[src/rtl/alu_pkg.sv]
// Shared op codes and FSM state type for multicycle_alu.
// MUL_BUSY exists only when ALU_MUL_EN is defined.
package alu_pkg;

  localparam logic [3:0] OP_NOOP = 4'b0000;
  localparam logic [3:0] OP_ADD  = 4'b0010;
  localparam logic [3:0] OP_SUB  = 4'b0011;
  localparam logic [3:0] OP_SHL  = 4'b0100;
  localparam logic [3:0] OP_SHR  = 4'b0101;
  localparam logic [3:0] OP_ADDI = 4'b0110;
  localparam logic [3:0] OP_SUBI = 4'b0111;
  localparam logic [3:0] OP_SRA  = 4'b1000;
  localparam logic [3:0] OP_AND  = 4'b1001;
  localparam logic [3:0] OP_OR   = 4'b1010;
  localparam logic [3:0] OP_XOR  = 4'b1011;
  localparam logic [3:0] OP_MUL  = 4'b1100;

`ifdef ALU_MUL_EN
  typedef enum logic {IDLE = 1'b0, MUL_BUSY = 1'b1} state_t;
`else
  typedef enum logic {IDLE = 1'b0} state_t;
`endif

endpackage

[src/rtl/shift_add_multiplier.sv]
// Iterative unsigned shift-add multiplier, one multiplier bit per cycle; low WIDTH product bits.
// done is high for one cycle, WIDTH+1 cycles after start; start is ignored while busy.
module shift_add_multiplier #(
  parameter int WIDTH = 32
) (
  input  logic             clk,
  input  logic             reset,
  input  logic             start,
  input  logic [WIDTH-1:0] a,
  input  logic [WIDTH-1:0] b,
  output logic             busy,
  output logic             done,
  output logic [WIDTH-1:0] product
);

  localparam int CNT_W = $clog2(WIDTH) + 1;

  logic [WIDTH-1:0] mcand;
  logic [WIDTH-1:0] mplier;
  logic [WIDTH-1:0] acc;
  logic [CNT_W-1:0] cnt;

  assign done    = busy && (cnt == CNT_W'(WIDTH));
  assign product = acc;

  always_ff @(posedge clk) begin
    if (reset) begin
      busy   <= 1'b0;
      cnt    <= '0;
      acc    <= '0;
      mcand  <= '0;
      mplier <= '0;
    end else if (start && !busy) begin
      busy   <= 1'b1;
      cnt    <= '0;
      acc    <= '0;
      mcand  <= a;
      mplier <= b;
    end else if (busy) begin
      if (done) begin
        busy <= 1'b0;
      end else begin
        if (mplier[0]) acc <= acc + mcand;
        mcand  <= mcand << 1;
        mplier <= mplier >> 1;
        cnt    <= cnt + CNT_W'(1);
      end
    end
  end

endmodule

[src/rtl/multicycle_alu.sv]
// Valid/ready ALU: single-cycle ops at latency 1; MUL (only with ALU_MUL_EN) iterates for WIDTH+1 cycles.
// Result is held while out_ready is low; a new request is taken only when the output slot drains.
module multicycle_alu
  import alu_pkg::*;
#(
  parameter int WIDTH = 32
) (
  input  logic             clk,
  input  logic             reset,
  input  logic             in_valid,
  output logic             in_ready,
  input  logic [3:0]       op,
  input  logic [WIDTH-1:0] src_a,
  input  logic [WIDTH-1:0] src_b,
  output logic             out_valid,
  input  logic             out_ready,
  output logic [WIDTH-1:0] result,
  output logic             illegal
);

  localparam int SHAMT_W = $clog2(WIDTH);

  state_t             state;
  state_t             state_next;
  logic               accept;
  logic               is_mul;
  logic               mul_busy;
  logic               mul_done;
  logic [WIDTH-1:0]   mul_product;
  logic [WIDTH-1:0]   alu_res;
  logic               alu_ill;
  logic [SHAMT_W-1:0] shamt;

  assign shamt  = src_b[SHAMT_W-1:0];
  assign accept = in_valid && in_ready;

`ifdef ALU_MUL_EN
  assign is_mul = (op == OP_MUL);

  shift_add_multiplier #(.WIDTH(WIDTH)) u_mul (
    .clk     (clk),
    .reset   (reset),
    .start   (accept && is_mul),
    .a       (src_a),
    .b       (src_b),
    .busy    (mul_busy),
    .done    (mul_done),
    .product (mul_product)
  );
`else
  assign is_mul      = 1'b0;
  assign mul_busy    = 1'b0;
  assign mul_done    = 1'b0;
  assign mul_product = '0;
`endif

  always_ff @(posedge clk) begin
    if (reset) state <= IDLE;
    else       state <= state_next;
  end

  always_comb begin
    state_next = state;
`ifdef ALU_MUL_EN
    case (state)
      IDLE:     if (accept && is_mul) state_next = MUL_BUSY;
      MUL_BUSY: if (mul_done)         state_next = IDLE;
      default:                        state_next = IDLE;
    endcase
`endif
  end

  always_comb begin
    in_ready = (state == IDLE) && !mul_busy && (!out_valid || out_ready);
  end

  // Unsupported codes (and MUL when the multiplier is not built) fall to default.
  always_comb begin
    alu_res = '0;
    alu_ill = 1'b0;
    case (op)
      OP_NOOP:         alu_res = '0;
      OP_ADD, OP_ADDI: alu_res = src_a + src_b;
      OP_SUB, OP_SUBI: alu_res = src_a - src_b;
      OP_SHL:          alu_res = src_a << shamt;
      OP_SHR:          alu_res = src_a >> shamt;
      OP_SRA:          alu_res = $signed(src_a) >>> shamt;
      OP_AND:          alu_res = src_a & src_b;
      OP_OR:           alu_res = src_a | src_b;
      OP_XOR:          alu_res = src_a ^ src_b;
      default:         alu_ill = 1'b1;
    endcase
  end

  // Accepting a request implies the slot is empty or draining this edge.
  always_ff @(posedge clk) begin
    if (reset) begin
      out_valid <= 1'b0;
      result    <= '0;
      illegal   <= 1'b0;
    end else if (accept && !is_mul) begin
      out_valid <= 1'b1;
      result    <= alu_res;
      illegal   <= alu_ill;
    end else if (mul_done) begin
      out_valid <= 1'b1;
      result    <= mul_product;
      illegal   <= 1'b0;
    end else if (out_ready) begin
      out_valid <= 1'b0;
    end
  end

endmodule

[config.mk]
export PLATFORM = sky130hd
export DESIGN_NAME = multicycle_alu
export DESIGN_NICKNAME = d
export VERILOG_FILES = /design/src/rtl/alu_pkg.sv /design/src/rtl/shift_add_multiplier.sv /design/src/rtl/multicycle_alu.sv
export SDC_FILE = /design/constraint.sdc
export NUM_CORES = 1
export LEC_CHECK = 0
export CAP_MARGIN = 10
export CORE_ASPECT_RATIO = 0.6
export CORE_MARGIN = 2
export CORE_UTILIZATION = 55
export CTS_BUF_LIST = sky130_fd_sc_hd__clkbuf_4 sky130_fd_sc_hd__clkbuf_8
export CTS_CLUSTER_DIAMETER = 60
export DETAILED_ROUTE_END_ITERATION = 10
export PLACE_DENSITY_LB_ADDON = 0.3
export SLEW_MARGIN = 10
export SYNTH_ARGS = -nofsm -noshare
export SYNTH_HDL_FRONTEND = slang
export SYNTH_SLANG_ARGS = --single-unit
[constraint.sdc]
create_clock -name clk -period 5.85 [get_ports clk]
set_input_delay 1.17 -clock clk [delete_from_list [all_inputs] [get_ports clk]]
set_output_delay 1.17 -clock clk [all_outputs]
set_load 0.005 [all_outputs]
# Word level (Yosys, flattened, before mapping)
# Index checks and enable logic that the tools add are counted.
[word_totals]
register_bits = 34
input_bits = 72
output_inout_bits = 35
elab_cells = 33
[classes]
addsub = 2
n_eq_ne = 10
n_shift = 3
n_mux = 4
bitwise_logic = 3
n_reduce_logical = 8
[op_table]
columns = ["op", "count"]
rows = [
  ["32-bit one-hot mux with 8 select lines", 1],
  ["32-bit adder", 1],
  ["32-bit bitwise AND", 1],
  ["32-bit OR", 1],
  ["32-bit by 5-bit << shifter with 32-bit output", 1],
  ["32-bit by 5-bit >> shifter with 32-bit output", 1],
  ["32-bit by 5-bit >>> shifter with 32-bit output", 1],
  ["32-bit subtractor", 1],
  ["32-bit XOR", 1],
  ["4-bit by 3-bit == test with 1-bit output (second input constant)", 4],
  ["4-bit == test (second input constant)", 4],
  ["11-bit OR reduction", 1],
  ["4-bit by 2-bit == test with 1-bit output (second input constant)", 2],
  ["4-bit zero test", 1],
  ["2-bit OR reduction", 2],
  ["1-bit two-way mux", 3],
  ["2-bit nonzero test", 1],
  ["1-bit logical AND", 1],
  ["1-bit zero test", 1],
  ["1-bit logical OR", 1],
]

# Depth between registers and ports, before layout
[logic_depth]
depth_word = 4
depth_mapped = 22
ltp_nobuf = 18

# Least setup slack after synthesis
# No wires, ideal clock.
[synth_timing]
path_type = "input port to flip-flop"
startpoint = "input src_b[0]"
endpoint = "register result[31]"
setup_ps = 123
t_arrival_ps = 5371
required_ps = 5727
path_slack_ps = 357
stages = 20
path_buffers = 4
cell_sequence = "buf_2 inv_2 buf_1 buf_1 ha_1 nor2b_1 nand4_1 nor4_1 a31oi_1 xnor2_1 ha_1 a21oi_1 nand2_1 a211oi_1 or3_1 buf_2 o41a_4 o41ai_4 xnor2_1 o21ai_1"
[synth_between]
elab_chain_len = 2
word_cells_on_any_way = 6
cone_classes = "add/sub (2); shift (3); mux (1)"
[synth_rtl]
columns = ["item", "line_no", "source"]
rows = [
  ["from (decl)", "multicycle_alu.sv:14", "input logic [WIDTH-1:0] src_b,"],
  ["32-bit subtractor, or another cell as far along", "multicycle_alu.sv:84", "OP_SUB, OP_SUBI: alu_res = src_a - src_b;"],
  ["32-bit one-hot mux with 8 select lines (*)", "multicycle_alu.sv:81", "case (op)"],
  ["to (signal assigned)", "multicycle_alu.sv:103", "result <= alu_res;"],
  ["to (signal assigned)", "multicycle_alu.sv:107", "result <= mul_product;"],
  ["to (decl)", "multicycle_alu.sv:17", "output logic [WIDTH-1:0] result,"],
]
# Mark *: on every way between the ends. The rest lies on a longest branch, timed or not.
# A chain may end at the register's enable or synchronous reset.

# Final worst setup path
[layout_timing]
startpoint = "input op[3]"
endpoint = "register result[30]"
[layout_between]
elab_chain_len = 3
word_cells_on_any_way = 13
cone_classes = "eq/ne (10); mux (1); reduce/logical (2)"
[layout_rtl]
columns = ["item", "line_no", "source"]
rows = [
  ["from (decl)", "multicycle_alu.sv:12", "input logic [3:0] op,"],
  ["4-bit by 2-bit == test with 1-bit output or 4-bit by 3-bit == test with 1-bit output (tied branches)", "multicycle_alu.sv:81", ""],
  ["2-bit OR reduction", "n/a", ""],
  ["32-bit one-hot mux with 8 select lines (*)", "multicycle_alu.sv:81", ""],
]
# Marks and branches as above.

==> impl_table.tex <==
\begin{tabular}{lr}
\hline
Metric & Value \\
\hline
\multicolumn{2}{l}{\textbf{Clocking}} \\
Root Buffer & sky130\_fd\_sc\_hd\_\_clkbuf\_8 \\
TritonCTS sink count & 34 \\
Number of H-tree levels & 2 \\
Post-CTS setup buffers & 0 \\
Number of clock buffers inserted by TritonCTS & 5 \\
TritonCTS clock tree & built \\
Worst-Skew Late Latency & between 0.3 and 0.4 ns \\
Number of hold buffers added after cts & 0 \\
Clock transition time at the flip-flop clock pins of the worst setup and hold paths & approximately 0.08 ns \\
Post-CTS resize count & 0 \\
Worst-case clock buffer depth & 2 \\
\multicolumn{2}{l}{\textbf{Drt}} \\
Violation count after the first detailed-routing iteration & around 1900 \\
Post-detailed-route wirelength per cell & about 27 um \\
Count of antenna-violating nets left after detailed routing & 0 \\
Remaining DRCs & 0 \\
DRT Pass-1 Iters & 7 \\
Vias post-DR & 11081 \\
Total length of routed wires & roughly 42000 um \\
Post-DR vias/cell & a little over 7 \\
\multicolumn{2}{l}{\textbf{Placed design}} \\
Port bufs & 106 \\
Cells after DPL & roughly 1500 \\
Worst Setup Slack post-DPL & a little under 0.5 ns \\
Placed wire-length estimate & 32200 um \\
RePlAce Congestion & between 1 and 1.5 \\
Placed cell area & just over 10000 sq um \\
\multicolumn{2}{l}{\textbf{Pwr}} \\
Power per standard cell area & $\sim$140 nW/um\^{}2 \\
Sequential Power Share & around 18\% \\
Reported leakage power & between 4 and 5 nW \\
Maximum resistive drop on vdd & $\sim$0.083 mV \\
Comb pwr share & approximately two thirds \\
Pint & $\sim$0.71 mW \\
Clock share of power & 14.3\% \\
NetSw & between 0.7 and 0.8 mW \\
Net switching share of the total power & 50.7\% \\
\multicolumn{2}{l}{\textbf{GRT}} \\
Maximum number of pins on one net before global-route repair & 73 \\
Initial antenna violation count & 2 \\
Met3 routing resource usage after global routing & between 10\% and 20\% \\
Via count of the first global-routing pass & between 9000 and 10000 \\
Gr busiest metal & met2 \\
Global routing usage on met2 & between 60\% and 70\% \\
Global-route track usage on met1 & 65.0\% \\
Gr usage total & between 40 and 50\% \\
Overall overflow remaining after global route & 0 \\
Global-route wire length before repair & 60900 um \\
\multicolumn{2}{l}{\textbf{Floorplanning}} \\
Horizontal die dimension & 169 um \\
Standard-cell rows & 36 \\
Total die area & around 17000 sq um \\
Number of top-level design ports & roughly 110 \\
Effective utilization at floorplan & 55.7\% \\
Vertical die dimension & 103 um \\
Core footprint & approximately 16000 sq um \\
\multicolumn{2}{l}{\textbf{Timing}} \\
Max Clock Freq & between 150 and 200 MHz \\
Period utilisation layout & 93.0\% \\
Worst rel slew slack & around 20\% \\
Final hold violations & 0 \\
Number of endpoints failing setup at the final stage & 0 \\
Max Slew Vio Count & 0 \\
Unrepaired setup endpoints after global routing & false \\
Fin crit period & roughly 5.4 ns \\
Worst clock skew & about 0.0091 ns \\
Transition time at the pin with the least slew margin & between 1 and 1.5 ns \\
Sum of negative setup slack & 0 ns \\
Worst path setup slack after routing & about 0.4 ns \\
\multicolumn{2}{l}{\textbf{Synth}} \\
Number of instances in the synthesized netlist & about 1300 \\
Summed instance area of the synthesized netlist & $\sim$9000 sq um \\
Number of enable-type register cells in the synthesized netlist & 0 \\
Post-synthesis mux area share & 15.2\% \\
Share of flip-flops with an asynchronous set or reset & 0\% \\
Synthesized area per cell & $\sim$7.1 sq um \\
Number of nets produced by synthesis & about 1400 \\
Area fraction in compound gates after synthesis & around a third \\
Post-synthesis adder-cell area fraction & roughly 14\% \\
FF+latch count, synth & 34 \\
Xor/xnor share of the synthesized area & under 10\% \\
Library cells used by synthesis & between 70 and 80 \\
Portion of the post-synthesis area used by sequential elements & around 7.6\% \\
Post-synthesis share of cell area spent on and, or, nand and nor gates & between 10\% and 20\% \\
Yosys warnings & 0 \\
Main combinational cell family by area after synthesis & compound AO/OA/AOI/OAI gates \\
Top FF cell, synth & sky130\_fd\_sc\_hd\_\_dfxtp\_1 \\
\multicolumn{2}{l}{\textbf{Cells and area}} \\
Post-layout utilization of the core & between 60 and 70\% \\
Most frequent standard cell in the layout excluding fill and tap cells & sky130\_fd\_sc\_hd\_\_nand2\_1 \\
Filler cell count & 1488 \\
Layout overhead on the synthesized area & 14.7\% \\
Number of standard cells in the final layout excluding fillers & between 1500 and 2000 \\
Net count, final & about 1500 \\
Most frequent cells in the layout & sky130\_fd\_sc\_hd\_\_nand2\_1 (156), sky130\_fd\_sc\_hd\_\_nor2\_1 (123), sky130\_fd\_sc\_hd\_\_o21ai\_0 (117), sky130\_fd\_sc\_hd\_\_a21oi\_1 (105), sky130\_fd\_sc\_hd\_\_clkdlybuf4s50\_1 (100) \\
Finished Cell Area & between 10000 and 15000 sq um \\
Fraction of layout cells with a size suffix above 1 & under 10\% \\
\multicolumn{2}{l}{\textbf{Critical path}} \\
Maximum net fanout on the critical path & 8 \\
Critical path data required time & slightly above 6 ns \\
Critical Path Sink Type & flop \\
Startpoint Class & input pin \\
Data arrival time of the critical path & 5.65 ns \\
CP Class & in -> reg \\
\multicolumn{2}{l}{\textbf{Outcome}} \\
Status & finished clean \\
\multicolumn{2}{l}{\textbf{Run}} \\
Max-cap violations & 0 \\
\multicolumn{2}{l}{\textbf{Min path}} \\
Min-delay worst type & reg -> reg \\
\hline
\end{tabular}
## cells in the mapped netlist, types with 4 or more instances
library cell | n | area share [%]
sky130_fd_sc_hd__o311ai_0 | 4 | 0.39
sky130_fd_sc_hd__a41oi_1 | 6 | 0.59
sky130_fd_sc_hd__nand3_1 | 15 | 0.84
sky130_fd_sc_hd__xnor2_1 | 42 | 4.1
sky130_fd_sc_hd__o22ai_1 | 11 | 0.77
sky130_fd_sc_hd__mux2_2 | 7 | 0.88
sky130_fd_sc_hd__mux2i_1 | 45 | 5.0
sky130_fd_sc_hd__a31oi_1 | 18 | 1.3
sky130_fd_sc_hd__nand2_1 | 156 | 6.5
sky130_fd_sc_hd__o22a_1 | 4 | 0.39
sky130_fd_sc_hd__buf_1 | 12 | 0.50
sky130_fd_sc_hd__clkbuf_1 | 67 | 2.8
sky130_fd_sc_hd__nor2b_1 | 7 | 0.49
sky130_fd_sc_hd__o21a_1 | 6 | 0.50
sky130_fd_sc_hd__a22oi_1 | 14 | 1.2
sky130_fd_sc_hd__o221ai_1 | 4 | 0.39
sky130_fd_sc_hd__a221oi_1 | 12 | 1.2
sky130_fd_sc_hd__nor4_1 | 5 | 0.35
sky130_fd_sc_hd__nor3_1 | 27 | 1.5
sky130_fd_sc_hd__a211oi_1 | 27 | 2.3
sky130_fd_sc_hd__nand2b_1 | 13 | 0.91
sky130_fd_sc_hd__a21o_1 | 12 | 1.0
sky130_fd_sc_hd__ha_1 | 97 | 14
sky130_fd_sc_hd__dfxtp_1 | 34 | 7.6
sky130_fd_sc_hd__nor2_1 | 123 | 5.2
sky130_fd_sc_hd__buf_2 | 13 | 0.73
sky130_fd_sc_hd__a221o_1 | 8 | 0.89
sky130_fd_sc_hd__o211ai_1 | 18 | 1.5
sky130_fd_sc_hd__a211o_1 | 7 | 0.68
sky130_fd_sc_hd__a222oi_1 | 10 | 1.1
sky130_fd_sc_hd__o21ai_0 | 117 | 6.5
sky130_fd_sc_hd__or3_1 | 6 | 0.42
sky130_fd_sc_hd__o21ai_1 | 12 | 0.67
sky130_fd_sc_hd__inv_1 | 68 | 2.8
sky130_fd_sc_hd__mux4_2 | 37 | 9.3
sky130_fd_sc_hd__a21oi_1 | 105 | 5.9
sky130_fd_sc_hd__nand4_1 | 9 | 0.63
sky130_fd_sc_hd__and2_1 | 9 | 0.63
sky130_fd_sc_hd__o31ai_1 | 8 | 0.67
sky130_fd_sc_hd__xor2_1 | 11 | 1.1
## worst paths after layout
check,from,end,slack (ns),depth (start not counted)
hold / removal,result[5],result[5],0.45,1
hold reg to reg,result[5],result[5],0.45,1
setup / recovery,op[3],result[30],0.41,15
setup reg to reg,out_valid,result[10],3.26,8
## cell type report
cell class	count	area, sq um	share of cell area (%)
Sequential cell	34	681	6.62
Antenna cell	2	5.00	0.0487
Inverter	71	267	2.59
Clock inverter	1	5.00	0.0487
Timing Repair Buffer	144	1320	12.9
Clock buffer	7	90.1	0.877
Multi-Input combinational cell	1069	7650	74.4
Tap cell	209	262	2.54
## cell families (layout without fill, tap and decap cells)
logic type | Yosys count | after routing
multiplexers | 89 | 89
AND/OR/NAND/NOR | 388 | 388
other | 0 | 2
flip-flops | 34 | 34
buffers and inverters | 164 | 223
XOR/XNOR | 53 | 53
AO/OA/AOI/OAI | 441 | 441
adder cells (fa/ha/maj) | 98 | 98
## power groups by stage
stage / logic (mW) / registers, mW / clock network (mW)
after floorplan: 0.585 / 0.257 / 0
after global placement: 0.921 / 0.259 / 0
after detailed placement: 0.928 / 0.259 / 0
after CTS: 0.933 / 0.254 / 0.200
after global routing: 1.04 / 0.256 / 0.211
final: 0.987 / 0.255 / 0.207
## registers in the layout, summed over array words and instances (netlist names)
signal / flops
out_valid: 1
result: 32
illegal: 1
## critical path, stage by stage
cell,delay (ns)
sky130_fd_sc_hd__clkdlybuf4s50_1,0.52
sky130_fd_sc_hd__nor2b_1,0.50
sky130_fd_sc_hd__and2_1,0.40
sky130_fd_sc_hd__a31oi_1,0.10
sky130_fd_sc_hd__xnor2_1,0.22
sky130_fd_sc_hd__ha_1,0.32
sky130_fd_sc_hd__o21ai_0,0.25
sky130_fd_sc_hd__nand2b_1,0.10
sky130_fd_sc_hd__o2111a_1,0.19
sky130_fd_sc_hd__o211a_1,0.25
sky130_fd_sc_hd__o41ai_2,0.65
sky130_fd_sc_hd__o21ai_1,0.34
sky130_fd_sc_hd__a21oi_1,0.25
sky130_fd_sc_hd__xor2_1,0.09
sky130_fd_sc_hd__o41ai_1,0.28
## routing by layer
metal  share of wire, %  up-vias
met5                  0        -
met1                 40     5048
met4                4.5        0
met2                 38     1035
li1                   -     4820
met3                 18      178
## per-stage QoR
stage | total power [mW] | hold WS (ns)
global placement | 1.18 | 0.432
floorplan | 0.843 | 0.444
global route | 1.51 | 0.491
finish | 1.45 | 0.455
detailed placement | 1.19 | 0.441
CTS | 1.39 | 0.454
Note: power is estimated with default switching activity, not from simulation.
